### src/rtl/axi_loader_sched_pkg.sv
// Shared types for the loader scheduler: FSM states and descriptor word.
// Field order of desc_t matches the loader FIFO word.
package axi_loader_sched_pkg;

  localparam int SCHED_ID_W = 5;

  typedef enum logic [1:0] {
    CFG,
    LAUNCH,
    RUN
  } sched_state_e;

  typedef struct packed {
    logic                  write;
    logic [7:0]            axlen;
    logic [SCHED_ID_W-1:0] id;
  } desc_t;

  function automatic int idx_w(input int n);
    return (n > 1) ? $clog2(n) : 1;
  endfunction

endpackage

### src/rtl/axi_loader_sched_if.sv
// Descriptor handshake between a config source and the loader scheduler.
// master drives descriptors, slave (scheduler) returns ready.
interface axi_loader_sched_if
  import axi_loader_sched_pkg::*;
#(
  parameter int N_LOADERS    = 4,
  parameter int MAX_ID_WIDTH = 5
);

  localparam int LW = idx_w(N_LOADERS);

  logic                    cfg_valid_i;
  logic                    cfg_ready_o;
  logic [LW-1:0]           cfg_loader_i;
  logic [MAX_ID_WIDTH-1:0] cfg_id_i;
  logic                    cfg_write_i;
  logic [7:0]              cfg_axlen_i;

  modport master (
    output cfg_valid_i,
    output cfg_loader_i,
    output cfg_id_i,
    output cfg_write_i,
    output cfg_axlen_i,
    input  cfg_ready_o
  );

  modport slave (
    input  cfg_valid_i,
    input  cfg_loader_i,
    input  cfg_id_i,
    input  cfg_write_i,
    input  cfg_axlen_i,
    output cfg_ready_o
  );

endinterface

### src/rtl/axi_loader_fill_tracker.sv
// Per-loader saturating descriptor fill counter plus armed flag.
// The scheduler is the only overflow guard for the loader FIFO.
module axi_loader_fill_tracker #(
  parameter int FIFO_DEPTH = 32
) (
  input  logic clk_i,
  input  logic rst_i,
  input  logic push_i,
  input  logic clear_i,
  output logic full_o,
  output logic armed_o
);

  localparam int FW = $clog2(FIFO_DEPTH + 1);
  localparam logic [FW-1:0] DEPTH = FW'(FIFO_DEPTH);

  logic [FW-1:0] fill_q, fill_d;
  logic          armed_q, armed_d;

  always_comb begin
    fill_d  = fill_q;
    armed_d = armed_q;
    if (clear_i) begin
      fill_d  = '0;
      armed_d = 1'b0;
    end else if (push_i) begin
      armed_d = 1'b1;
      if (fill_q < DEPTH) fill_d = fill_q + 1'b1;
    end
  end

  always_ff @(posedge clk_i) begin
    if (rst_i) begin
      fill_q  <= '0;
      armed_q <= 1'b0;
    end else begin
      fill_q  <= fill_d;
      armed_q <= armed_d;
    end
  end

  assign full_o  = (fill_q >= DEPTH);
  assign armed_o = armed_q;

endmodule

### src/rtl/axi_loader_scheduler.sv
// Programs and sequences a bank of axi_master_loader instances.
// Optional watchdog: define AXI_LOADER_SCHED_TIMEOUT_EN.
module axi_loader_scheduler
  import axi_loader_sched_pkg::*;
#(
  parameter int N_LOADERS      = 4,
  parameter int MAX_ID_WIDTH   = 5,
  parameter int FIFO_DEPTH     = 32,
  parameter int CNT_WIDTH      = 32,
  parameter int TIMEOUT_CYCLES = 65535
) (
  input  logic                    clk_i,
  input  logic                    rst_i,
  axi_loader_sched_if.slave       cfg,
  input  logic                    run_i,
  input  logic [7:0]              run_depth_i,
  output logic                    busy_o,
  output logic                    done_o,
  output logic [CNT_WIDTH-1:0]    cycles_o,
  output logic [MAX_ID_WIDTH-1:0] ld_id_o,
  output logic                    ld_write_o,
  output logic [7:0]              ld_axlen_o,
  output logic [N_LOADERS-1:0]    ld_push_o,
  output logic [N_LOADERS-1:0]    ld_start_o,
  output logic [7:0]              ld_req_depth_o,
`ifdef AXI_LOADER_SCHED_TIMEOUT_EN
  output logic                    timeout_o,
`endif
  input  logic [N_LOADERS-1:0]    ld_idle_i
);

  localparam int LW = idx_w(N_LOADERS);
  localparam int NP = 1 << LW;

  sched_state_e state_q, state_d;
  logic [7:0]           depth_q, depth_d;
  logic [CNT_WIDTH-1:0] cnt_q, cnt_d;
  logic [CNT_WIDTH-1:0] cycles_q, cycles_d;
  logic                 done_q, done_d;
  logic [N_LOADERS-1:0] seen_q, seen_d;
`ifdef AXI_LOADER_SCHED_TIMEOUT_EN
  localparam logic [CNT_WIDTH-1:0] TMO = CNT_WIDTH'(TIMEOUT_CYCLES);
  logic                 timeout_q, timeout_d;
`endif

  logic [N_LOADERS-1:0] full_vec, armed_vec, push_vec;
  logic [NP-1:0]        full_ext;
  logic                 in_range, ready, push, clear;
  logic                 busy;
  logic [N_LOADERS-1:0] start;
  desc_t                desc;

  // Descriptor path is pure wiring: zero latency to the loader FIFOs.
  always_comb begin
    desc       = '0;
    desc.write = cfg.cfg_write_i;
    desc.axlen = cfg.cfg_axlen_i;
    desc.id    = cfg.cfg_id_i;
  end

  assign ld_id_o    = desc.id;
  assign ld_write_o = desc.write;
  assign ld_axlen_o = desc.axlen;

  assign full_ext = NP'(full_vec);
  assign in_range = ({1'b0, cfg.cfg_loader_i} < (LW+1)'(N_LOADERS));
  assign ready    = !rst_i && (state_q == CFG) && in_range &&
                    !full_ext[cfg.cfg_loader_i];
  assign push     = cfg.cfg_valid_i && ready;
  assign push_vec = push ? (N_LOADERS'(1) << cfg.cfg_loader_i) : '0;

  assign cfg.cfg_ready_o = ready;
  assign ld_push_o       = push_vec;

  for (genvar g = 0; g < N_LOADERS; g++) begin : g_fill
    axi_loader_fill_tracker #(
      .FIFO_DEPTH(FIFO_DEPTH)
    ) u_fill (
      .clk_i  (clk_i),
      .rst_i  (rst_i),
      .push_i (push_vec[g]),
      .clear_i(clear),
      .full_o (full_vec[g]),
      .armed_o(armed_vec[g])
    );
  end

  always_comb begin
    state_d  = state_q;
    depth_d  = depth_q;
    cnt_d    = cnt_q;
    cycles_d = cycles_q;
    done_d   = 1'b0;
    seen_d   = seen_q;
    clear    = 1'b0;
    busy     = 1'b0;
    start    = '0;
`ifdef AXI_LOADER_SCHED_TIMEOUT_EN
    timeout_d = timeout_q;
`endif
    unique case (state_q)
      CFG: begin
        if (run_i) begin
`ifdef AXI_LOADER_SCHED_TIMEOUT_EN
          timeout_d = 1'b0;
`endif
          // A push in the same cycle joins this run.
          if ((armed_vec | push_vec) != '0) begin
            depth_d = run_depth_i;
            cnt_d   = '0;
            state_d = LAUNCH;
          end else begin
            done_d   = 1'b1;
            cycles_d = '0;
          end
        end
      end
      LAUNCH: begin
        busy    = 1'b1;
        start   = armed_vec;
        cnt_d   = CNT_WIDTH'(1);
        seen_d  = '0;
        state_d = RUN;
      end
      RUN: begin
        busy   = 1'b1;
        start  = armed_vec;
        cnt_d  = (&cnt_q) ? cnt_q : cnt_q + 1'b1;
        seen_d = seen_q | (armed_vec & ~ld_idle_i);
        // Idle only counts once the loader has been seen busy.
        if ((seen_q & ld_idle_i & armed_vec) == armed_vec) begin
          cycles_d = cnt_q;
          done_d   = 1'b1;
          clear    = 1'b1;
          seen_d   = '0;
          state_d  = CFG;
        end
`ifdef AXI_LOADER_SCHED_TIMEOUT_EN
        else if (cnt_q == TMO) begin
          timeout_d = 1'b1;
          cycles_d  = TMO;
          done_d    = 1'b1;
          clear     = 1'b1;
          seen_d    = '0;
          state_d   = CFG;
        end
`endif
      end
      default: state_d = CFG;
    endcase
  end

  always_ff @(posedge clk_i) begin
    if (rst_i) begin
      state_q  <= CFG;
      depth_q  <= '0;
      cnt_q    <= '0;
      cycles_q <= '0;
      done_q   <= 1'b0;
      seen_q   <= '0;
`ifdef AXI_LOADER_SCHED_TIMEOUT_EN
      timeout_q <= 1'b0;
`endif
    end else begin
      state_q  <= state_d;
      depth_q  <= depth_d;
      cnt_q    <= cnt_d;
      cycles_q <= cycles_d;
      done_q   <= done_d;
      seen_q   <= seen_d;
`ifdef AXI_LOADER_SCHED_TIMEOUT_EN
      timeout_q <= timeout_d;
`endif
    end
  end

  assign busy_o         = busy;
  assign done_o         = done_q;
  assign cycles_o       = cycles_q;
  assign ld_start_o     = start;
  assign ld_req_depth_o = depth_q;
`ifdef AXI_LOADER_SCHED_TIMEOUT_EN
  assign timeout_o = timeout_q;
`endif

endmodule
### src/flat_wrapper.sv
// flat-port wrapper written by rule: the top's interface ports become plain ports
module axi_loader_scheduler_flat import axi_loader_sched_pkg::*;
#(
  parameter int N_LOADERS      = 4,
  parameter int MAX_ID_WIDTH   = 5,
  parameter int FIFO_DEPTH     = 32,
  parameter int CNT_WIDTH      = 32,
  parameter int TIMEOUT_CYCLES = 65535
)
  (clk_i, rst_i, run_i, run_depth_i, busy_o, done_o, cycles_o, ld_id_o, ld_write_o, ld_axlen_o, ld_push_o, ld_start_o, ld_req_depth_o, ld_idle_i, cfg_cfg_valid_i, cfg_cfg_loader_i, cfg_cfg_id_i, cfg_cfg_write_i, cfg_cfg_axlen_i, cfg_cfg_ready_o);
  axi_loader_sched_if #(.N_LOADERS(N_LOADERS), .MAX_ID_WIDTH(MAX_ID_WIDTH)) cfg_i ();
  input  logic clk_i;
  input  logic rst_i;
  input  logic run_i;
  input  logic [7:0] run_depth_i;
  output logic busy_o;
  output logic done_o;
  output logic [CNT_WIDTH-1:0] cycles_o;
  output logic [MAX_ID_WIDTH-1:0] ld_id_o;
  output logic ld_write_o;
  output logic [7:0] ld_axlen_o;
  output logic [N_LOADERS-1:0] ld_push_o;
  output logic [N_LOADERS-1:0] ld_start_o;
  output logic [7:0] ld_req_depth_o;
  input  logic [N_LOADERS-1:0] ld_idle_i;
  input wire logic [$bits(cfg_i.cfg_valid_i)-1:0] cfg_cfg_valid_i;
  input wire logic [$bits(cfg_i.cfg_loader_i)-1:0] cfg_cfg_loader_i;
  input wire logic [$bits(cfg_i.cfg_id_i)-1:0] cfg_cfg_id_i;
  input wire logic [$bits(cfg_i.cfg_write_i)-1:0] cfg_cfg_write_i;
  input wire logic [$bits(cfg_i.cfg_axlen_i)-1:0] cfg_cfg_axlen_i;
  output wire logic [$bits(cfg_i.cfg_ready_o)-1:0] cfg_cfg_ready_o;
  assign cfg_i.cfg_valid_i = cfg_cfg_valid_i;
  assign cfg_i.cfg_loader_i = cfg_cfg_loader_i;
  assign cfg_i.cfg_id_i = cfg_cfg_id_i;
  assign cfg_i.cfg_write_i = cfg_cfg_write_i;
  assign cfg_i.cfg_axlen_i = cfg_cfg_axlen_i;
  assign cfg_cfg_ready_o = cfg_i.cfg_ready_o;
  axi_loader_scheduler #(.N_LOADERS(N_LOADERS), .MAX_ID_WIDTH(MAX_ID_WIDTH), .FIFO_DEPTH(FIFO_DEPTH), .CNT_WIDTH(CNT_WIDTH), .TIMEOUT_CYCLES(TIMEOUT_CYCLES)) u_core (.clk_i(clk_i), .rst_i(rst_i), .cfg(cfg_i), .run_i(run_i), .run_depth_i(run_depth_i), .busy_o(busy_o), .done_o(done_o), .cycles_o(cycles_o), .ld_id_o(ld_id_o), .ld_write_o(ld_write_o), .ld_axlen_o(ld_axlen_o), .ld_push_o(ld_push_o), .ld_start_o(ld_start_o), .ld_req_depth_o(ld_req_depth_o), .ld_idle_i(ld_idle_i));
endmodule
### config.mk
export PLATFORM = sky130hd
export DESIGN_NAME = axi_loader_scheduler_flat
export DESIGN_NICKNAME = d
export VERILOG_FILES = /design/src/rtl/axi_loader_sched_pkg.sv /design/src/rtl/axi_loader_sched_if.sv /design/src/rtl/axi_loader_fill_tracker.sv /design/src/rtl/axi_loader_scheduler.sv /design/src/flat_wrapper.sv
export SDC_FILE = /design/constraint.sdc
export NUM_CORES = 1
export LEC_CHECK = 0
export CORE_MARGIN = 8
export CORE_UTILIZATION = 53
export CTS_CLUSTER_DIAMETER = 60
export CTS_CLUSTER_SIZE = 14
export DETAILED_ROUTE_END_ITERATION = 8
export PLACE_DENSITY = 0.84
export SYNTH_ARGS = -nofsm -noshare
export SYNTH_HDL_FRONTEND = slang
export SYNTH_SLANG_ARGS = --single-unit
### constraint.sdc
create_clock -name clk_i -period 3.55 [get_ports clk_i]
set_clock_uncertainty 0.2 [all_clocks]
set_input_delay 1.065 -clock clk_i [delete_from_list [all_inputs] [get_ports clk_i]]
set_output_delay 1.065 -clock clk_i [all_outputs]
set_load 0.005 [all_outputs]
---- Yosys cells after proc, flatten, opt, wreduce, memory -nomap -nowiden ----
Cells that the tools add are included.
storage, ports and cells
  register bits ........................... 107
  bits of input ports ..................... 32
  output and inout bits ................... 65
cells by class
  add/subtract/negate cells ............... 5
  magnitude comparators ................... 9
  equality and inequality tests ........... 8
  shift-type cells ........................ 1
  mux-type cells .......................... 24
  bitwise operators ....................... 6
  reductions and logical operators ........ 21
operator list
  operator                                                   count
  2-to-1 mux 32 bit                                          6
  one-hot mux 32 bit (3 select lines)                        1
  one-hot mux 32 bit (2 select lines)                        1
  adder 32 x 1 -> 32 bit (second input constant)             1
  AND reduction 32 bit                                       1
  adder 6 x 1 -> 6 bit (second input constant)               4
  greater-or-equal comparator 6 bit (second input constant)  4
  less-than comparator 6 bit (second input constant)         4
  AND 4 bit                                                  3
  2-to-1 mux 4 bit                                           3
  != test 2 bit (second input constant)                      4
  OR 4 bit                                                   2
  one-hot mux 4 bit (2 select lines)                         1
  AND reduction 2 bit                                        4
  AND reduction 4 bit                                        2
  2-to-1 mux 1 bit                                           6
  2-to-1 mux 2 bit                                           3
  one-hot mux 2 bit (3 select lines)                         1
  AND reduction 3 bit                                        2
  == test 4 bit                                              1
  inverter 4 bit                                             1
  nonzero test 2 bit                                         2
  nonzero test 4 bit                                         1
  OR reduction 2 bit                                         2
  11 further kinds                                           14

---- Longest topological paths before layout ----
Gate-level depths: netlist (run 1).
  depth in word-level cells ............... 12
  depth in mapped cells ................... 10

---- Modules after synthesis ----
A second synthesis (run 1) with hierarchy kept.
second synthesis, totals
  cell total of the unflattened synthesis .. 575
  area total of the unflattened synthesis .. 5211.2 µm²
by module, submodules not included
  module                   instances  cells each  area each (µm²)  seq. area each (µm²)
  axi_loader_scheduler     1          423         3925.0           1581.5
  axi_loader_fill_tracker  4          38          321.6            140.1

---- Worst setup path before layout (run 1) ----
No wires, ideal clock.
  path type ............................... in2out
  start ................................... input rst_i
  end ..................................... output ld_push_o[2]
  arrival ................................. 2066 ps
  data required time ...................... 2285 ps
  slack ................................... 219 ps
  stages .................................. 3
  path buffers ............................ 1
  cells stage by stage .................... nand3b_2 -> nor4b_2 -> buf_4
on the way
  longest elaborated chain between the ends .. 5
ends and longest elaborated chain
  item                            line                        source
  start: declaration              flat_wrapper.sv:13          input logic rst_i;
  logical NOT 1 bit               axi_loader_scheduler.sv:67  assign ready = !rst_i && (state_q == CFG) && in_range &&
  logical AND 1 bit (2 in a row)  axi_loader_scheduler.sv:67
  logical AND 1 bit               axi_loader_scheduler.sv:69  assign push = cfg.cfg_valid_i && ready;
  2-to-1 mux 4 bit                axi_loader_scheduler.sv:70  assign push_vec = push ? (N_LOADERS'(1) << cfg.cfg_loader_i) : '0;
  end: declaration                flat_wrapper.sv:22          output logic [N_LOADERS-1:0] ld_push_o;
Every way passes these cells.

---- Worst setup path in the final report (run 1) ----
  start ................................... input cfg_cfg_loader_i[0]
  end ..................................... output cfg_cfg_ready_o
on the way
  longest elaborated chain between the ends .. 4
ends and longest elaborated chain
  item                                    line                        source
  start: declaration                      flat_wrapper.sv:27          input wire logic [$bits(cfg_i.cfg_loader_i)-1:0] cfg_cfg_loader_i;
  binary-select mux 1 bit (select 2 bit)  axi_loader_scheduler.sv:68  !full_ext[cfg.cfg_loader_i];
  2-to-1 mux 1 bit (not written as such)  axi_loader_scheduler.sv:68
  logical NOT 1 bit                       axi_loader_scheduler.sv:68
  logical AND 1 bit                       axi_loader_scheduler.sv:67
  end: declaration                        flat_wrapper.sv:31          output wire logic [$bits(cfg_i.cfg_ready_o)-1:0] cfg_cfg_ready_o;
Every way passes these cells. The select of a mux whose other input is x is not followed.

==> impl_metrics.json, run 1 <==
{
  "p_leak_nw": 2.22,
  "stdcell_area_um2": 6570,
  "die_width_um": 118,
  "drv_cap": 0,
  "post_dp_cell_area_um2": 6290,
  "n_antenna_cell": 0,
  "regArea_um2": 2140,
  "cts_tree": "built",
  "relSlewSlack_pct": 23.3,
  "path_max_fanout": 2,
  "ys_seq_elements": 107,
  "fillers": 801,
  "grt_usage_pct": 21.4,
  "crit_slowest_cell": "mux2i_2",
  "finalCriticalPeriod_ns": 3.49,
  "tightest_slew_ns": 1.14,
  "power-per-cell-area_nw_per_um2": 446,
  "crit_start": "cfg_cfg_loader_i[0]",
  "path_cells": "clkdlybuf4s15_1 > mux2i_2 > o22a_1 > and4_1 > dlygate4sd2_1",
  "netlist_instances": 641,
  "slew_viol_final": 0,
  "die_area_um2": 14000,
  "cp-start-kind": "input pin",
  "fin_crit_sh_pct": 98.2,
  "finalHoldViolations": 0,
  "fin_cells": 833,
  "firstDrtPassIters": 5,
  "outcome": "completed",
  "overflow": 0,
  "ys_async_sr_fraction_pct": 0,
  "setup_violations": 0,
  "cts_root_buf": "clkbuf_8",
  "rows": 37,
  "clock-sinks": 107,
  "hp-start": "u_core.seen_q[0]",
  "core-area_um2": 10200,
  "cts_buffers": 9,
  "synth_area_um2": 5530,
  "finalSetupTns_ns": 0,
  "placedCellCount": 809,
  "portBuffers": 68,
  "insertion_delay_ns": 0.37,
  "via_per_inst": 6.36,
  "antenna_left": 0,
  "synth.avg_cell_area_um2": 8.63,
  "ctsHoldBuffers": 0,
  "synthFlopType": "dfxtp_1",
  "gp_routability_congestion": 0.898,
  "wl_per_cell_um": 18.5,
  "ios": 97,
  "required_ns": 2.28,
  "power.total_mw": 2.93,
  "die_h_um": 118,
  "drt_wl_total_um": 15400,
  "synth-edff-count": 0,
  "grt_pass1_vias": 5161,
  "antenna_found_initial": 0,
  "route.detailed.drc": 0,
  "final_nets": 740,
  "yosysSeqAreaShare_pct": 38.7,
  "drive_gt1_share_pct": 13.6,
  "end_kind": "output port",
  "multiInputGateArea_um2": 2980,
  "syn_to_final_growth_pct": 18.8,
  "max_freq_mhz": 287,
  "rsz0062_at_grt": "false",
  "via_count": 5298,
  "grt_max_degree": 74,
  "critPathKind": "in2out",
  "cts.htree.levels": 3,
  "dp_hpwl_um": 10200,
  "max-clock-path-buffers": 2,
  "ir_worst_vdd_uv": 374,
  "clkSlewWorstSetupHoldPaths_ns": 0.09,
  "cp.arrival_ns": 2.22,
  "r2r_start": "u_core.cnt_q[0]",
  "grt_pass1_wl_um": 25400,
  "yosys_warnings": 0,
  "synth_fp_nets": 687,
  "hp-class": "reg2reg",
  "slowest_delay_ns": 0.28,
  "start_util_pct": 54.1,
  "drt_iter0_drc": 398,
  "synth_cell_types": 66
}
## layout make-up
type	count	share of cell area, %
Multi-Input combinational cell	449	45.3
Sequential cell	107	32.6
Timing Repair Buffer	113	15.9
Tap cell	136	2.59
Clock buffer	11	2.15
Inverter	14	0.800
Clock inverter	3	0.610
## logic make-up (layout without fill, tap and decap cells)
family / Yosys count / after routing / share of synthesized area (%)
adders and majority gates: 14 / 14 / 3.17
muxes: 3 / 3 / 0.543
DFF: 107 / 107 / 38.7
AOI/OAI and AO/OA: 196 / 196 / 23.2
buffers and inverters: 85 / 141 / 8.01
xor gates and xnor gates: 16 / 16 / 2.53
and+or+nand+nor: 220 / 220 / 23.8
## Yosys cell counts, drive strengths merged (14+ instances only)
| library cell | instances | area share, % |
|---|---|---|
| dfxtp | 107 | 39 |
| a21oi | 58 | 5.2 |
| o21ai | 56 | 5.1 |
| nand4 | 53 | 6.1 |
| buf | 43 | 5.1 |
| nor2 | 42 | 2.9 |
| clkbuf | 28 | 1.9 |
| nand2 | 27 | 1.8 |
| nand3 | 23 | 2.5 |
| a31oi | 21 | 2.4 |
| nor3 | 16 | 1.5 |
| ha | 14 | 3.2 |
| inv | 14 | 0.95 |
## final timing paths
path | depth (start not counted) | slack (ns) | end
min reg2reg | 1 | 0.27 | u_core.seen_q[0]
max | 5 | 0.06 | cfg_cfg_ready_o
max reg2reg | 8 | 0.72 | u_core.cnt_q[12]
min | 1 | 0.27 | u_core.seen_q[0]
## power breakdown
group / switching (mW) / internal [mW]
registers: 0.0262 / 1.23
clock network: 0.403 / 0.336
logic: 0.590 / 0.339
## cells in the final DEF (no fill, tap or decap), types with 14 or more instances in the layout
| cell type | synthesis | final |
|---|---|---|
| clkdlybuf4s50_1 | 0 | 59 |
| buf_4 | 20 | 41 |
| nand4_1 | 52 | 52 |
| nand3_1 | 20 | 20 |
| inv_1 | 14 | 14 |
| a21oi_1 | 58 | 58 |
| nor3_1 | 15 | 15 |
| nand2_1 | 27 | 27 |
| nor2_1 | 41 | 41 |
| dfxtp_1 | 107 | 107 |
| o21ai_0 | 52 | 52 |
| a31oi_1 | 21 | 21 |
| ha_1 | 14 | 14 |
## per-layer routing
metal,share of wire (%),GRT usage [%],vias to the layer above
li1,-,-,2482
met1,43,26.7,2537
met2,48,34.8,239
met3,6.7,4.38,40
met4,2.2,9.77,0
met5,0,0,-
## sequential cells by signal (all words and copies together), names as in the netlist
signal / cells
u_core.cnt_q: 32
u_core.cycles_o: 32
u_core.g_fill.u_fill.fill_q: 24
u_core.ld_req_depth_o: 8
u_core.g_fill.u_fill.armed_o: 4
u_core.seen_q: 4
u_core.state_q: 2
u_core.done_o: 1
## stage by stage
step           util (%)  hold slack (ns)  worst slack (ns)
6_report           64.2            0.274            0.0649
5_1_grt            64.2            0.298            0.0239
4_1_cts            64.2            0.279           0.00238
3_5_place_dp       61.5            0.258            -0.420
3_3_place_gp       61.5            0.242            -0.387
2_1_floorplan         -            0.235             0.219
## critical path, delay by kind of cell
| kind | cells | cell delay, ns |
|---|---|---|
| AOI/OAI and AO/OA | 1 | 0.22 |
| and+or+nand+nor | 1 | 0.20 |
| muxes | 1 | 0.28 |
| buffers and inverters | 2 | 0.46 |
## timing repair
item	CTS	global route
pin swaps	2	3
resized for setup	15	5
setup endpoints to repair	5	4
buffers inserted	9	1
No activity file was read; power rests on OpenSTA's default activity.
==> run 2: changes to the inputs <==
--- a/config.mk
+++ b/config.mk
@@ -10,6 +10,7 @@
 export CTS_CLUSTER_DIAMETER = 60
 export CTS_CLUSTER_SIZE = 14
 export DETAILED_ROUTE_END_ITERATION = 8
+export MAX_ROUTING_LAYER = met4
 export PLACE_DENSITY = 0.84
 export SYNTH_ARGS = -nofsm -noshare
 export SYNTH_HDL_FRONTEND = slang
==> run 2 against run 1 <==
Against the previous run: sequential power about the same; flip-flop and latch count unchanged; via count up 1.1%; wire length up 4.3%; cell count up 0.48%; core utilization up 0.75 points; worst setup slack worse by 0.011 ns; first-iteration DRC count up 29%; maximum frequency down 0.31%.
==> impl_metrics.json, run 2 (synthesized netlist as in run 1, its figures left out) <==
{
  "outcome": "completed",
  "cts_buffers": 9,
  "tightest_slew_ns": 1.20,
  "ctsHoldBuffers": 0,
  "drt_iter0_drc": 514,
  "antenna_left": 0,
  "crit_end": "cfg_cfg_ready_o",
  "hp-class": "reg2reg",
  "post_dp_cell_area_um2": 6280,
  "finalCriticalPeriod_ns": 3.50,
  "critPathKind": "in2out",
  "drive_gt1_share_pct": 13.8,
  "drt_wl_total_um": 16100,
  "end_kind": "output port",
  "path_max_fanout": 2,
  "clkSlewWorstSetupHoldPaths_ns": 0.10,
  "drv_cap": 0,
  "grt_usage_pct": 22.6,
  "grt_max_degree": 74,
  "r2r_cells": 14,
  "rr_endpoint": "u_core.cnt_q[4]",
  "firstDrtPassIters": 5,
  "dp_hpwl_um": 10500,
  "power.total_mw": 3.05,
  "r2r_start": "u_core.g_fill[0].u_fill.fill_q[5]",
  "postLayoutCoreUtil_pct": 65.0,
  "start_util_pct": 54.1,
  "fin_crit_sh_pct": 98.5,
  "wl_per_cell_um": 19.2,
  "required_ns": 2.28,
  "gp_routability_congestion": 0.948,
  "rsz0062_at_grt": "false",
  "stdcell_area_um2": 6650,
  "finalHoldViolations": 0,
  "mostFrequentLayoutCell": "dfxtp_1",
  "cp.arrival_ns": 2.23,
  "slew_viol_final": 0,
  "cts_tree": "built",
  "antenna_found_initial": 0,
  "ir_worst_vdd_uv": 397,
  "final_nets": 742,
  "ios": 97,
  "insertion_delay_ns": 0.39,
  "max_freq_mhz": 286,
  "core-area_um2": 10200,
  "relSlewSlack_pct": 19.9,
  "max-clock-path-buffers": 2,
  "n_antenna_cell": 0,
  "most-common-layout-cells": "dfxtp_1, clkdlybuf4s50_1, a21oi_1, o21ai_0, nand4_1",
  "route.detailed.drc": 0,
  "power-per-cell-area_nw_per_um2": 460,
  "portBuffers": 68,
  "die_width_um": 118,
  "via_count": 5357,
  "crit_start": "cfg_cfg_loader_i[0]",
  "grt_pass1_vias": 5375,
  "cts.htree.levels": 3,
  "cts_root_buf": "clkbuf_8",
  "rrSetupSlack_ns": 0.63,
  "p_leak_nw": 2.25,
  "die_h_um": 118,
  "grt_pass1_wl_um": 26000,
  "cp-start-kind": "input pin",
  "setup_violations": 0,
  "clock-sinks": 107,
  "overflow": 0,
  "rows": 37,
  "via_per_inst": 6.40,
  "die_area_um2": 14000,
  "syn_to_final_growth_pct": 20.2
}
-- run 2: cell count changes in the layout (fill, tap and decap cells not counted), sizes merged --
cell / delta
inv: +3
bufinv: +1
clkbuf: -4
dlymetal6s2s: -1
clkdlybuf4s15: -1
dlygate4sd2: +4
clkinvlp: +1
buf: +2
clkinv: -1
-- run 2: cell type report --
type | instances | area [um2]
clock buffers | 9 | 124
multi-input cells | 449 | 2980
clock inverters | 7 | 105
repair buffers | 115 | 1070
flip-flops and latches | 107 | 2140
inverters | 14 | 52.6
fillers | 788 | 3590
well taps | 136 | 170
-- run 2: timing repair --
action / 4_1_cts / 5_1_grt
setup endpoints to repair: 5 / 1
resized for setup: 12 / 2
pin swaps: 1 / 0
setup buffers: 11 / 0
-- run 2: layer usage --
layer  vias to the layer above  wire length, um  part of all wire [%]  track usage (%)
li1                       2483                -                     -                -
met2                       282             7900                    49             38.6
met5                         -                0                     0                -
met4                         0              291                   1.8             7.61
met3                        40             1230                   7.7             4.95
met1                      2552             6640                    41             25.8
-- run 2: metrics by stage --
step                      std cells  worst slack, ns  setup TNS, ns  hold WS [ns]
after floorplan                 641            0.219              0         0.235
after global placement          810           -0.381          -1.48         0.242
after detailed placement        810           -0.429          -1.69         0.256
after CTS                       837           0.0826              0         0.280
after global routing            837           0.0216              0         0.303
final                           837           0.0540              0         0.277
-- run 2: how the worst min path moves through the flow --
stage	slack, ns	end	cells after the start	from
finish	0.28	u_core.cycles_o[29]	2	u_core.cycles_o[29]
global route	0.30	u_core.cycles_o[29]	2	u_core.cycles_o[29]
CTS	0.28	u_core.seen_q[3]	1	u_core.seen_q[3]
detailed placement	0.26	u_core.seen_q[3]	1	u_core.seen_q[3]
global placement	0.24	u_core.seen_q[0]	1	u_core.seen_q[0]
floorplan	0.24	u_core.seen_q[0]	1	u_core.seen_q[0]
-- run 2: power breakdown --
group          internal [mW]  total, mW  leakage (nW)  switching [mW]
combinational          0.327      0.936          1.27           0.609
sequential              1.23       1.26         0.863          0.0255
clock                  0.409      0.860         0.112           0.451
-- run 2: worst max-delay path, cell delays in order --
cell and delay (ns):
clkdlybuf4s15_1 0.25, mux2i_2 0.27, o22a_1 0.18, and4_1 0.21, dlygate4sd2_1 0.26
